===== src/rtl/vga_source_selector_if.sv =====
// vga_source_selector_if: pixel-domain bundle between the vga_controller/visualizer side
// and the VGA DAC pins. The selector uses the slave view; whoever feeds it uses master.
interface vga_source_selector_if #(
    parameter int NUM_SRC = 2,
    parameter int SEL_W   = 4,
    parameter int COLOR_W = 10
);
    logic [SEL_W-1:0]             i_mode_sel;
    logic                         i_frame_over;
    logic                         i_video_on;
    logic                         i_hsync;
    logic                         i_vsync;
    logic [NUM_SRC*3*COLOR_W-1:0] i_src_rgb;

    logic                         o_vga_hsync;
    logic                         o_vga_vsync;
    logic [COLOR_W-1:0]           o_vga_r;
    logic [COLOR_W-1:0]           o_vga_g;
    logic [COLOR_W-1:0]           o_vga_b;
    logic                         o_vga_blank_n;
    logic                         o_vga_sync_n;
    logic [SEL_W-1:0]             o_active_src;
    logic                         o_switch_busy;

    modport master (
        output i_mode_sel, i_frame_over, i_video_on, i_hsync, i_vsync, i_src_rgb,
        input  o_vga_hsync, o_vga_vsync, o_vga_r, o_vga_g, o_vga_b,
               o_vga_blank_n, o_vga_sync_n, o_active_src, o_switch_busy
    );

    modport slave (
        input  i_mode_sel, i_frame_over, i_video_on, i_hsync, i_vsync, i_src_rgb,
        output o_vga_hsync, o_vga_vsync, o_vga_r, o_vga_g, o_vga_b,
               o_vga_blank_n, o_vga_sync_n, o_active_src, o_switch_busy
    );
endinterface


===== src/rtl/vga_source_selector.sv =====
// vga_source_selector: picks one of NUM_SRC colour streams for the VGA DAC.
// The mode switch is synchronised and debounced; the displayed source only changes on a
// frame boundary. Define VGA_SWITCH_MUTE_EN to blank MUTE_FRAMES whole frames after
// every switch (syncs keep running).
//
// state   | meaning
// --------+------------------------------------------------------------
// IDLE    | displayed source matches the debounced request
// PENDING | request differs, waiting for the next frame boundary
// MUTE    | switched; colour forced black until the mute count expires
module vga_source_selector #(
    parameter int NUM_SRC         = 2,
    parameter int SEL_W           = 4,
    parameter int COLOR_W         = 10,
    parameter int DEBOUNCE_CYCLES = 1024,
    parameter int MUTE_FRAMES     = 2,
    parameter int RESET_SRC       = 0
) (
    input  logic                 pixel_clk,
    input  logic                 reset,
    vga_source_selector_if.slave bus
);
    localparam int                 PIX_W     = 3 * COLOR_W;
    localparam int                 DB_W      = $clog2(DEBOUNCE_CYCLES + 1);
    localparam logic [SEL_W-1:0]   RST_SEL   = SEL_W'(RESET_SRC);
    // one bit wider so NUM_SRC == 2**SEL_W still compares correctly
    localparam logic [SEL_W:0]     NUM_SRC_X = (SEL_W + 1)'(NUM_SRC);
    localparam logic [DB_W-1:0]    DB_LOAD   = DB_W'(DEBOUNCE_CYCLES - 1);

`ifdef VGA_SWITCH_MUTE_EN
    localparam int                 MUTE_W    = $clog2(MUTE_FRAMES + 1);
    localparam logic [MUTE_W-1:0]  MUTE_LOAD = MUTE_W'(MUTE_FRAMES);
    localparam logic [MUTE_W-1:0]  MUTE_ONE  = MUTE_W'(1);
    typedef enum logic [1:0] {S_IDLE, S_PENDING, S_MUTE} state_t;
`else
    typedef enum logic [1:0] {S_IDLE, S_PENDING} state_t;
`endif

    logic [SEL_W-1:0] sel_meta;
    logic [SEL_W-1:0] sel_sync;
    logic [SEL_W-1:0] sel_cand;
    logic [SEL_W-1:0] req_src;
    logic [DB_W-1:0]  db_cnt;
    logic             sel_stable;
    logic             sel_valid;

    state_t           state_q, state_d;
    logic [SEL_W-1:0] active_q, active_d;
    logic             busy_q;
    logic             muted;

`ifdef VGA_SWITCH_MUTE_EN
    logic [MUTE_W-1:0] mute_cnt_q, mute_cnt_d;
`endif

    logic [PIX_W-1:0] src_pix;
    logic [PIX_W-1:0] rgb_q;
    logic             hsync_q;
    logic             vsync_q;
    logic             blank_n_q;

    // sel_cand trails sel_sync by one cycle; any difference is a change and restarts the timer
    assign sel_stable = (sel_sync == sel_cand) && (db_cnt == '0);
    assign sel_valid  = {1'b0, sel_cand} < NUM_SRC_X;

    // two-flop synchroniser and debounce down-counter
    always_ff @(posedge pixel_clk or posedge reset) begin
        if (reset) begin
            sel_meta <= RST_SEL;
            sel_sync <= RST_SEL;
            sel_cand <= RST_SEL;
            db_cnt   <= '0;
        end else begin
            sel_meta <= bus.i_mode_sel;
            sel_sync <= sel_meta;
            sel_cand <= sel_sync;
            if (sel_sync != sel_cand) begin
                db_cnt <= DB_LOAD;
            end else if (db_cnt != '0) begin
                db_cnt <= db_cnt - DB_W'(1);
            end
        end
    end

    // accept a debounced value only if it names an existing source
    always_ff @(posedge pixel_clk or posedge reset) begin
        if (reset) begin
            req_src <= RST_SEL;
        end else if (sel_stable && sel_valid) begin
            req_src <= sel_cand;
        end
    end

    // FSM state, displayed source and busy flag
    always_ff @(posedge pixel_clk or posedge reset) begin
        if (reset) begin
            state_q  <= S_IDLE;
            active_q <= RST_SEL;
            busy_q   <= 1'b0;
`ifdef VGA_SWITCH_MUTE_EN
            mute_cnt_q <= '0;
`endif
        end else begin
            state_q  <= state_d;
            active_q <= active_d;
            busy_q   <= (state_d != S_IDLE);
`ifdef VGA_SWITCH_MUTE_EN
            mute_cnt_q <= mute_cnt_d;
`endif
        end
    end

    // next-state logic; a request that reverts before the frame boundary cancels the switch
    always_comb begin
        state_d  = state_q;
        active_d = active_q;
`ifdef VGA_SWITCH_MUTE_EN
        mute_cnt_d = mute_cnt_q;
`endif
        case (state_q)
            S_IDLE: begin
                if (req_src != active_q) begin
                    state_d = S_PENDING;
                end
            end
            S_PENDING: begin
                if (req_src == active_q) begin
                    state_d = S_IDLE;
                end else if (bus.i_frame_over) begin
                    active_d = req_src;
`ifdef VGA_SWITCH_MUTE_EN
                    state_d    = S_MUTE;
                    mute_cnt_d = MUTE_LOAD;
`else
                    state_d = S_IDLE;
`endif
                end
            end
`ifdef VGA_SWITCH_MUTE_EN
            S_MUTE: begin
                if (bus.i_frame_over) begin
                    if (req_src != active_q) begin
                        active_d   = req_src;
                        mute_cnt_d = MUTE_LOAD;
                    end else begin
                        mute_cnt_d = mute_cnt_q - MUTE_W'(1);
                        if (mute_cnt_q == MUTE_ONE) begin
                            state_d = S_IDLE;
                        end
                    end
                end
            end
`endif
            default: state_d = S_IDLE;
        endcase
    end

`ifdef VGA_SWITCH_MUTE_EN
    assign muted = (state_q == S_MUTE);
`else
    assign muted = 1'b0;
`endif

    // source mux driven by the displayed source
    always_comb begin
        src_pix = '0;
        for (int k = 0; k < NUM_SRC; k++) begin
            if (active_q == SEL_W'(k)) begin
                src_pix = bus.i_src_rgb[k*PIX_W +: PIX_W];
            end
        end
    end

    // single output register stage keeps colour, syncs and blank aligned
    always_ff @(posedge pixel_clk or posedge reset) begin
        if (reset) begin
            hsync_q   <= 1'b1;
            vsync_q   <= 1'b1;
            blank_n_q <= 1'b0;
            rgb_q     <= '0;
        end else begin
            hsync_q   <= bus.i_hsync;
            vsync_q   <= bus.i_vsync;
            blank_n_q <= bus.i_video_on;
            rgb_q     <= (bus.i_video_on && !muted) ? src_pix : '0;
        end
    end

    assign bus.o_vga_hsync   = hsync_q;
    assign bus.o_vga_vsync   = vsync_q;
    assign bus.o_vga_r       = rgb_q[3*COLOR_W-1 -: COLOR_W];
    assign bus.o_vga_g       = rgb_q[2*COLOR_W-1 -: COLOR_W];
    assign bus.o_vga_b       = rgb_q[COLOR_W-1:0];
    assign bus.o_vga_blank_n = blank_n_q;
    assign bus.o_vga_sync_n  = 1'b1;
    assign bus.o_active_src  = active_q;
    assign bus.o_switch_busy = busy_q;
endmodule


===== src/flat_wrapper.sv =====
// flat-port wrapper written by rule: the top's interface ports become plain ports
module vga_source_selector_flat 
#(
    parameter int NUM_SRC         = 2,
    parameter int SEL_W           = 4,
    parameter int COLOR_W         = 10,
    parameter int DEBOUNCE_CYCLES = 1024,
    parameter int MUTE_FRAMES     = 2,
    parameter int RESET_SRC       = 0
)
  (pixel_clk, reset, bus_i_mode_sel, bus_i_frame_over, bus_i_video_on, bus_i_hsync, bus_i_vsync, bus_i_src_rgb, bus_o_vga_hsync, bus_o_vga_vsync, bus_o_vga_r, bus_o_vga_g, bus_o_vga_b, bus_o_vga_blank_n, bus_o_vga_sync_n, bus_o_active_src, bus_o_switch_busy);
  vga_source_selector_if #(.NUM_SRC(NUM_SRC), .SEL_W(SEL_W), .COLOR_W(COLOR_W)) bus_i ();
  input  logic pixel_clk;
  input  logic reset;
  input wire logic [$bits(bus_i.i_mode_sel)-1:0] bus_i_mode_sel;
  input wire logic [$bits(bus_i.i_frame_over)-1:0] bus_i_frame_over;
  input wire logic [$bits(bus_i.i_video_on)-1:0] bus_i_video_on;
  input wire logic [$bits(bus_i.i_hsync)-1:0] bus_i_hsync;
  input wire logic [$bits(bus_i.i_vsync)-1:0] bus_i_vsync;
  input wire logic [$bits(bus_i.i_src_rgb)-1:0] bus_i_src_rgb;
  output wire logic [$bits(bus_i.o_vga_hsync)-1:0] bus_o_vga_hsync;
  output wire logic [$bits(bus_i.o_vga_vsync)-1:0] bus_o_vga_vsync;
  output wire logic [$bits(bus_i.o_vga_r)-1:0] bus_o_vga_r;
  output wire logic [$bits(bus_i.o_vga_g)-1:0] bus_o_vga_g;
  output wire logic [$bits(bus_i.o_vga_b)-1:0] bus_o_vga_b;
  output wire logic [$bits(bus_i.o_vga_blank_n)-1:0] bus_o_vga_blank_n;
  output wire logic [$bits(bus_i.o_vga_sync_n)-1:0] bus_o_vga_sync_n;
  output wire logic [$bits(bus_i.o_active_src)-1:0] bus_o_active_src;
  output wire logic [$bits(bus_i.o_switch_busy)-1:0] bus_o_switch_busy;
  assign bus_i.i_mode_sel = bus_i_mode_sel;
  assign bus_i.i_frame_over = bus_i_frame_over;
  assign bus_i.i_video_on = bus_i_video_on;
  assign bus_i.i_hsync = bus_i_hsync;
  assign bus_i.i_vsync = bus_i_vsync;
  assign bus_i.i_src_rgb = bus_i_src_rgb;
  assign bus_o_vga_hsync = bus_i.o_vga_hsync;
  assign bus_o_vga_vsync = bus_i.o_vga_vsync;
  assign bus_o_vga_r = bus_i.o_vga_r;
  assign bus_o_vga_g = bus_i.o_vga_g;
  assign bus_o_vga_b = bus_i.o_vga_b;
  assign bus_o_vga_blank_n = bus_i.o_vga_blank_n;
  assign bus_o_vga_sync_n = bus_i.o_vga_sync_n;
  assign bus_o_active_src = bus_i.o_active_src;
  assign bus_o_switch_busy = bus_i.o_switch_busy;
  vga_source_selector #(.NUM_SRC(NUM_SRC), .SEL_W(SEL_W), .COLOR_W(COLOR_W), .DEBOUNCE_CYCLES(DEBOUNCE_CYCLES), .MUTE_FRAMES(MUTE_FRAMES), .RESET_SRC(RESET_SRC)) u_core (.pixel_clk(pixel_clk), .reset(reset), .bus(bus_i));
endmodule

===== config.mk =====
export PLATFORM = sky130hd
export DESIGN_NAME = vga_source_selector_flat
export DESIGN_NICKNAME = d
export VERILOG_FILES = /design/src/rtl/vga_source_selector_if.sv /design/src/rtl/vga_source_selector.sv /design/src/flat_wrapper.sv
export SDC_FILE = /design/constraint.sdc
export NUM_CORES = 1
export LEC_CHECK = 0
export ABC_AREA = 0
export CAP_MARGIN = 40
export CORE_MARGIN = 4
export CORE_UTILIZATION = 46
export CTS_CLUSTER_SIZE = 40
export DETAILED_ROUTE_END_ITERATION = 10
export PLACE_DENSITY = 0.87
export SYNTH_ARGS = -nofsm -noshare
export SYNTH_HDL_FRONTEND = slang
export SYNTH_SLANG_ARGS = --single-unit

===== constraint.sdc =====
create_clock -name pixel_clk -period 5.9 [get_ports pixel_clk]
set_input_delay 0.59 -clock pixel_clk [delete_from_list [all_inputs] [get_ports pixel_clk]]
set_output_delay 0.59 -clock pixel_clk [all_outputs]
set_load 0.005 [all_outputs]

; Word level (Yosys, flattened, before mapping)
; Index checks and enable logic that the tools add are counted.
[word_totals]
in_bits = 70
reg_bits = 67
word_cells = 39
out_inout_bits = 39
[op_classes]
add_sub_neg = 1
muxes = 9
n_bitwise = 1
n_reduce_logical = 9
n_eq_ne = 6
order_cmp = 1
[op_table]
columns = op, count
row1 = $mux W30, 3
row2 = $mux W11, 2
row3 = $logic_not A11 Y1, 1
row4 = $reduce_bool A11 Y1, 1
row5 = $sub A11 B1 Y11 const B, 1
row6 = $eq A4 B4 Y1, 2
row7 = $ne A4 B4 Y1, 2
row8 = $mux W2, 3
row9 = $eq A4 B1 Y1 const B, 1
row10 = $logic_not A4 Y1, 1
row11 = $lt A4 B2 Y1 const B, 1
row12 = $pmux W2 S2, 1
row13 = $reduce_bool A2 Y1, 2
row14 = $reduce_and A3 Y1, 1
row15 = $eq A2 B1 Y1 const B, 1
row16 = $logic_and A1 B1 Y1, 2
row17 = $logic_not A2 Y1, 1
row18 = $not A1 Y1, 1

; Depth between registers and ports, before layout
[depth]
word_depth = 4
ltp_mapped = 6
ltp_nobuf = 6

; Least setup slack after synthesis
; OpenSTA, ideal clock, no wires.
[synth_path]
path_kind = register to register
from = register u_core.db_cnt[0]
to = register u_core.req_src[0]
path_stages_with_launch = 7
setup_ns = 0.125
n_path_buf = 0
required_time_ns = 5.775
path_slack_ns = 4.057
synth_period_minus_slack_ns = 1.843
arrival_time_ns = 1.718
path_cell_list = dfrtp_1 -> inv_1 -> ha_1 -> nor4b_2 -> nand3_4 -> nand4bb_4 -> mux2_4
[synth_via]
elab_chain_cells = 3
[synth_lines]
columns = item, line_no
row1 = start: declaration, vga_source_selector.sv:43  ; logic [DB_W-1:0] db_cnt;
row2 = start signal: assignment, vga_source_selector.sv:80  ; db_cnt <= db_cnt - DB_W'(1);
row3 = $logic_not A11 Y1, vga_source_selector.sv:63  ; assign sel_stable = (sel_sync == sel_cand) && (db_cnt == '0);
row4 = $logic_and A1 B1 Y1, vga_source_selector.sv:63
row5 = $logic_and A1 B1 Y1, vga_source_selector.sv:89  ; end else if (sel_stable && sel_valid) begin
row6 = end signal: assignment, vga_source_selector.sv:90  ; req_src <= sel_cand;
row7 = end: declaration, vga_source_selector.sv:42  ; logic [SEL_W-1:0] req_src;
; No other way between the ends.
; A chain may end at the register's enable or synchronous reset.

; Worst setup path in the final report
; Same ends and word-level chain as after synthesis.

==> results.md <==
- FF-to-FF End: u_core.req_src[0]$_DFFE_PP0P_
- Cells after synthesis: 214
- Critical path class: reg2reg
- Htree depth: 3
- CTS tree: built
- Int Pwr: 767.2 uW
- Crit path DAT: 2300 ps
- Final setup viols: 0
- Total GRT Usage: 0.2025
- GPL Wtd Cong: 0.7925
- Worst-path clk slew: 80 ps
- Final Max Tran Viols: 0
- DR vias/cell: 5.200
- Num CTS Buffers: 9
- Worst reg2reg startpoint: u_core.db_cnt[0]$_DFFE_PP0P_
- Hold Path Sink: u_core.sel_sync[0]$_DFF_PP0_
- DP HPWL: 5.053 mm
- Main area contributors after synthesis: dfrtp_1, a22oi_1, nor2b_1
- Pwr Density: 242.6 nW/um2
- DR iter-0 viols: 136
- Wire length of the first global-routing pass: 11.07 mm
- Die area: 7195 um2
- Worst VDD drop: 0.1768 mV
- Final min period: 2067 ps
- Worst hold path cell count: 0
- Synth Cell Area: 2715 um2
- Clk_lat worst skew: 340 ps
- NetSw: 222.2 uW
- Final hold vios: 0
- Startpoint Class: register
- Post-CTS sizing: 0
- Vias in the first global route: 2244
- Critical Path Fanout Max: 7
- Total number of vias: 2085
- Switching Share: 0.2245
- CP required: 6130 ps
- Post-synth top cells: dfrtp_1, a22oi_1, nor2b_1
- CTS max path bufs: 2
- Worst min-delay path startpoint: u_core.sel_meta[0]$_DFF_PP0_
- FP Rows: 27
- R2R cell count: 6
- Buffers on Ports: 107
- Library cells used by synthesis: 35
- Die width: 84.83 um
- Post-synth EDFFs: 0
- Logic pwr share: 0.110
- Fraction of layout cells with a size suffix above 1: 0.1094
- Cell with the most instances after synthesis: dfrtp_1
- CTS Hold Buffers Added: 0
- CP Capture Type: register
- Placed Cells: 385
- Pleak: 0.001787 uW
- Placed cell area: 3866 um2
- Reg2Reg Setup Slack: 3830 ps
- Largest net degree at the start of global routing: 68
- Wire per inst: 17.64 um
- Unrepaired setup endpoints after global routing: no
- Fmax: 0.4837 GHz
- TNS Setup: 0 ps
- Final ANT Viol Nets: 0
- Status: finished, final reports clean
- Syn Area/Cell: 12.69 um2
- Global route overflow: 0
- Slew @ Worst Pin: 832.4 ps
- Initial core utilization: 0.4842
- Design area: 4078 um2
- Placeable Area: 5608 um2
- Remaining DRCs: 0
- Synth Net Count: 285
- Non-Filler Instances: 401
- Layout area overhead: 50.18%
- Ys async rst share: 1.000
- # Max-Cap Violations: 0
- Initial antenna violation count: 0
- Synthesis-stage register bit count: 67
- Sink Count: 67
- Layout Nets: 395
- Area leader, netlist: dfrtp_1
- Area share of the largest cell type after synthesis: 0.5991
- Final WL: 7.072 mm
- Post-synth top flop: dfrtp_1
- Antenna diode count: 0
- Die height: 84.83 um
- Clock power frac: 0.402
- Layout fillers: 376
- Pre-antenna DRT Iters: 4
- Sequential fraction of the synthesis area: 0.6184
- Class of the worst hold path: reg2reg
- Post-CTS setup buffers: 0
- Io pins: 109
- Ys Warns: 0
- Clock skew: 10.30 ps
- Reg power frac: 0.488
- Root Buffer Master: clkbuf_8
- Crit share post-route: 0.3504
- Worst rel slew slack: 0.4434
## power groups by stage
stage | combinational [uW] | clock [uW] | sequential, uW
2_1_floorplan | 29.2 | 0 | 492
3_3_place_gp | 106 | 0 | 490
3_5_place_dp | 109 | 0 | 492
4_1_cts | 110 | 403 | 483
5_1_grt | 117 | 430 | 484
6_report | 109 | 398 | 483
## worst max path at each step
stage               cells after the start                    startpoint  slack, ps                                endpoint
floorplan                               1                         reset       3630  u_core.bus.o_active_src[0]$_DFFE_PP0P_
global placement                        6  u_core.db_cnt[0]$_DFFE_PP0P_       3980           u_core.req_src[0]$_DFFE_PP0P_
finish                                  6  u_core.db_cnt[0]$_DFFE_PP0P_       3830           u_core.req_src[0]$_DFFE_PP0P_
CTS                                     6  u_core.db_cnt[0]$_DFFE_PP0P_       3820           u_core.req_src[0]$_DFFE_PP0P_
global route                            6  u_core.db_cnt[0]$_DFFE_PP0P_       3680           u_core.req_src[0]$_DFFE_PP0P_
detailed placement                      6  u_core.db_cnt[0]$_DFFE_PP0P_       3830           u_core.req_src[0]$_DFFE_PP0P_
## critical path, cell delays in order (launching register included)
cell	delay, ps
dfrtp_1	420
inv_1	70
ha_1	280
nor4b_2	450
nand3_4	160
nand4bb_4	250
mux2_4	330
## final cells by class
cell class / instances / area, um2 / share of cell area
clock buffer: 11 / 151.4 / 0.03713
clock inverter: 5 / 60.06 / 0.01473
inverter: 5 / 18.77 / 0.004603
multi-input combinational: 131 / 984.7 / 0.2415
sequential: 67 / 1679 / 0.4118
tap: 72 / 90.09 / 0.02209
timing repair buffer: 110 / 1094 / 0.2682
## kinds of logic (layout without fill, tap and decap cells)
family          Yosys count  in the layout  share of synthesized area
buf+inv                  16            131                    0.02351
mux                       7              7                    0.02949
flops                    67             67                     0.6184
other cells               2              2                   0.002766
compound gates           44             44                     0.1171
fa+ha+maj                 1              1                   0.004608
xor+xnor                 12             12                    0.03871
simple gates             65             65                     0.1654
## stage by stage
step	hold WS (ps)	setup WS, ps	power (uW)	util
final	351.7	3833	989.4	0.7271
after global routing	365.8	3680	1031	0.7271
after CTS	352.4	3815	996.4	0.7271
after detailed placement	335.5	3834	600.9	0.6894
after global placement	333.6	3978	596.7	0.6894
after floorplan	331.2	3630	520.8	-
## sequential cells by signal, summed over array words and instances (netlist names)
register / cells
u_core.bus.o_active_src: 4
u_core.bus.o_switch_busy: 1
u_core.bus.o_vga_blank_n: 1
u_core.bus.o_vga_hsync: 1
u_core.bus.o_vga_vsync: 1
u_core.db_cnt: 11
u_core.req_src: 4
u_core.rgb_q: 30
u_core.sel_cand: 4
u_core.sel_meta: 4
u_core.sel_sync: 4
u_core.state_q: 2
## cells in the final DEF (no fill, tap or decap), types with 2 or more instances in the layout
cell type / instances
nor4b_2: 2
o21ai_0: 4
dfstp_2: 2
nor4_1: 2
mux2_2: 4
a211oi_1: 3
conb_1: 2
clkbuf_8: 11
inv_1: 4
nor4_4: 2
nor2_1: 7
buf_4: 3
xor2_1: 8
clkdlybuf4s50_1: 107
mux2i_1: 2
nor2b_1: 30
nand2_1: 9
xnor2_1: 4
a21oi_1: 4
dfrtp_1: 65
a22oi_1: 30
and2_1: 4
## per-layer routing
layer  track usage  vias up  wire length (um)
met3       0.06408       20               417
li1              -      968                 -
met4        0.1094        0               256
met5             0        -                 0
met2        0.3537       83              3786
met1        0.2178     1014              2611
Power figures use the tool's default switching activity.
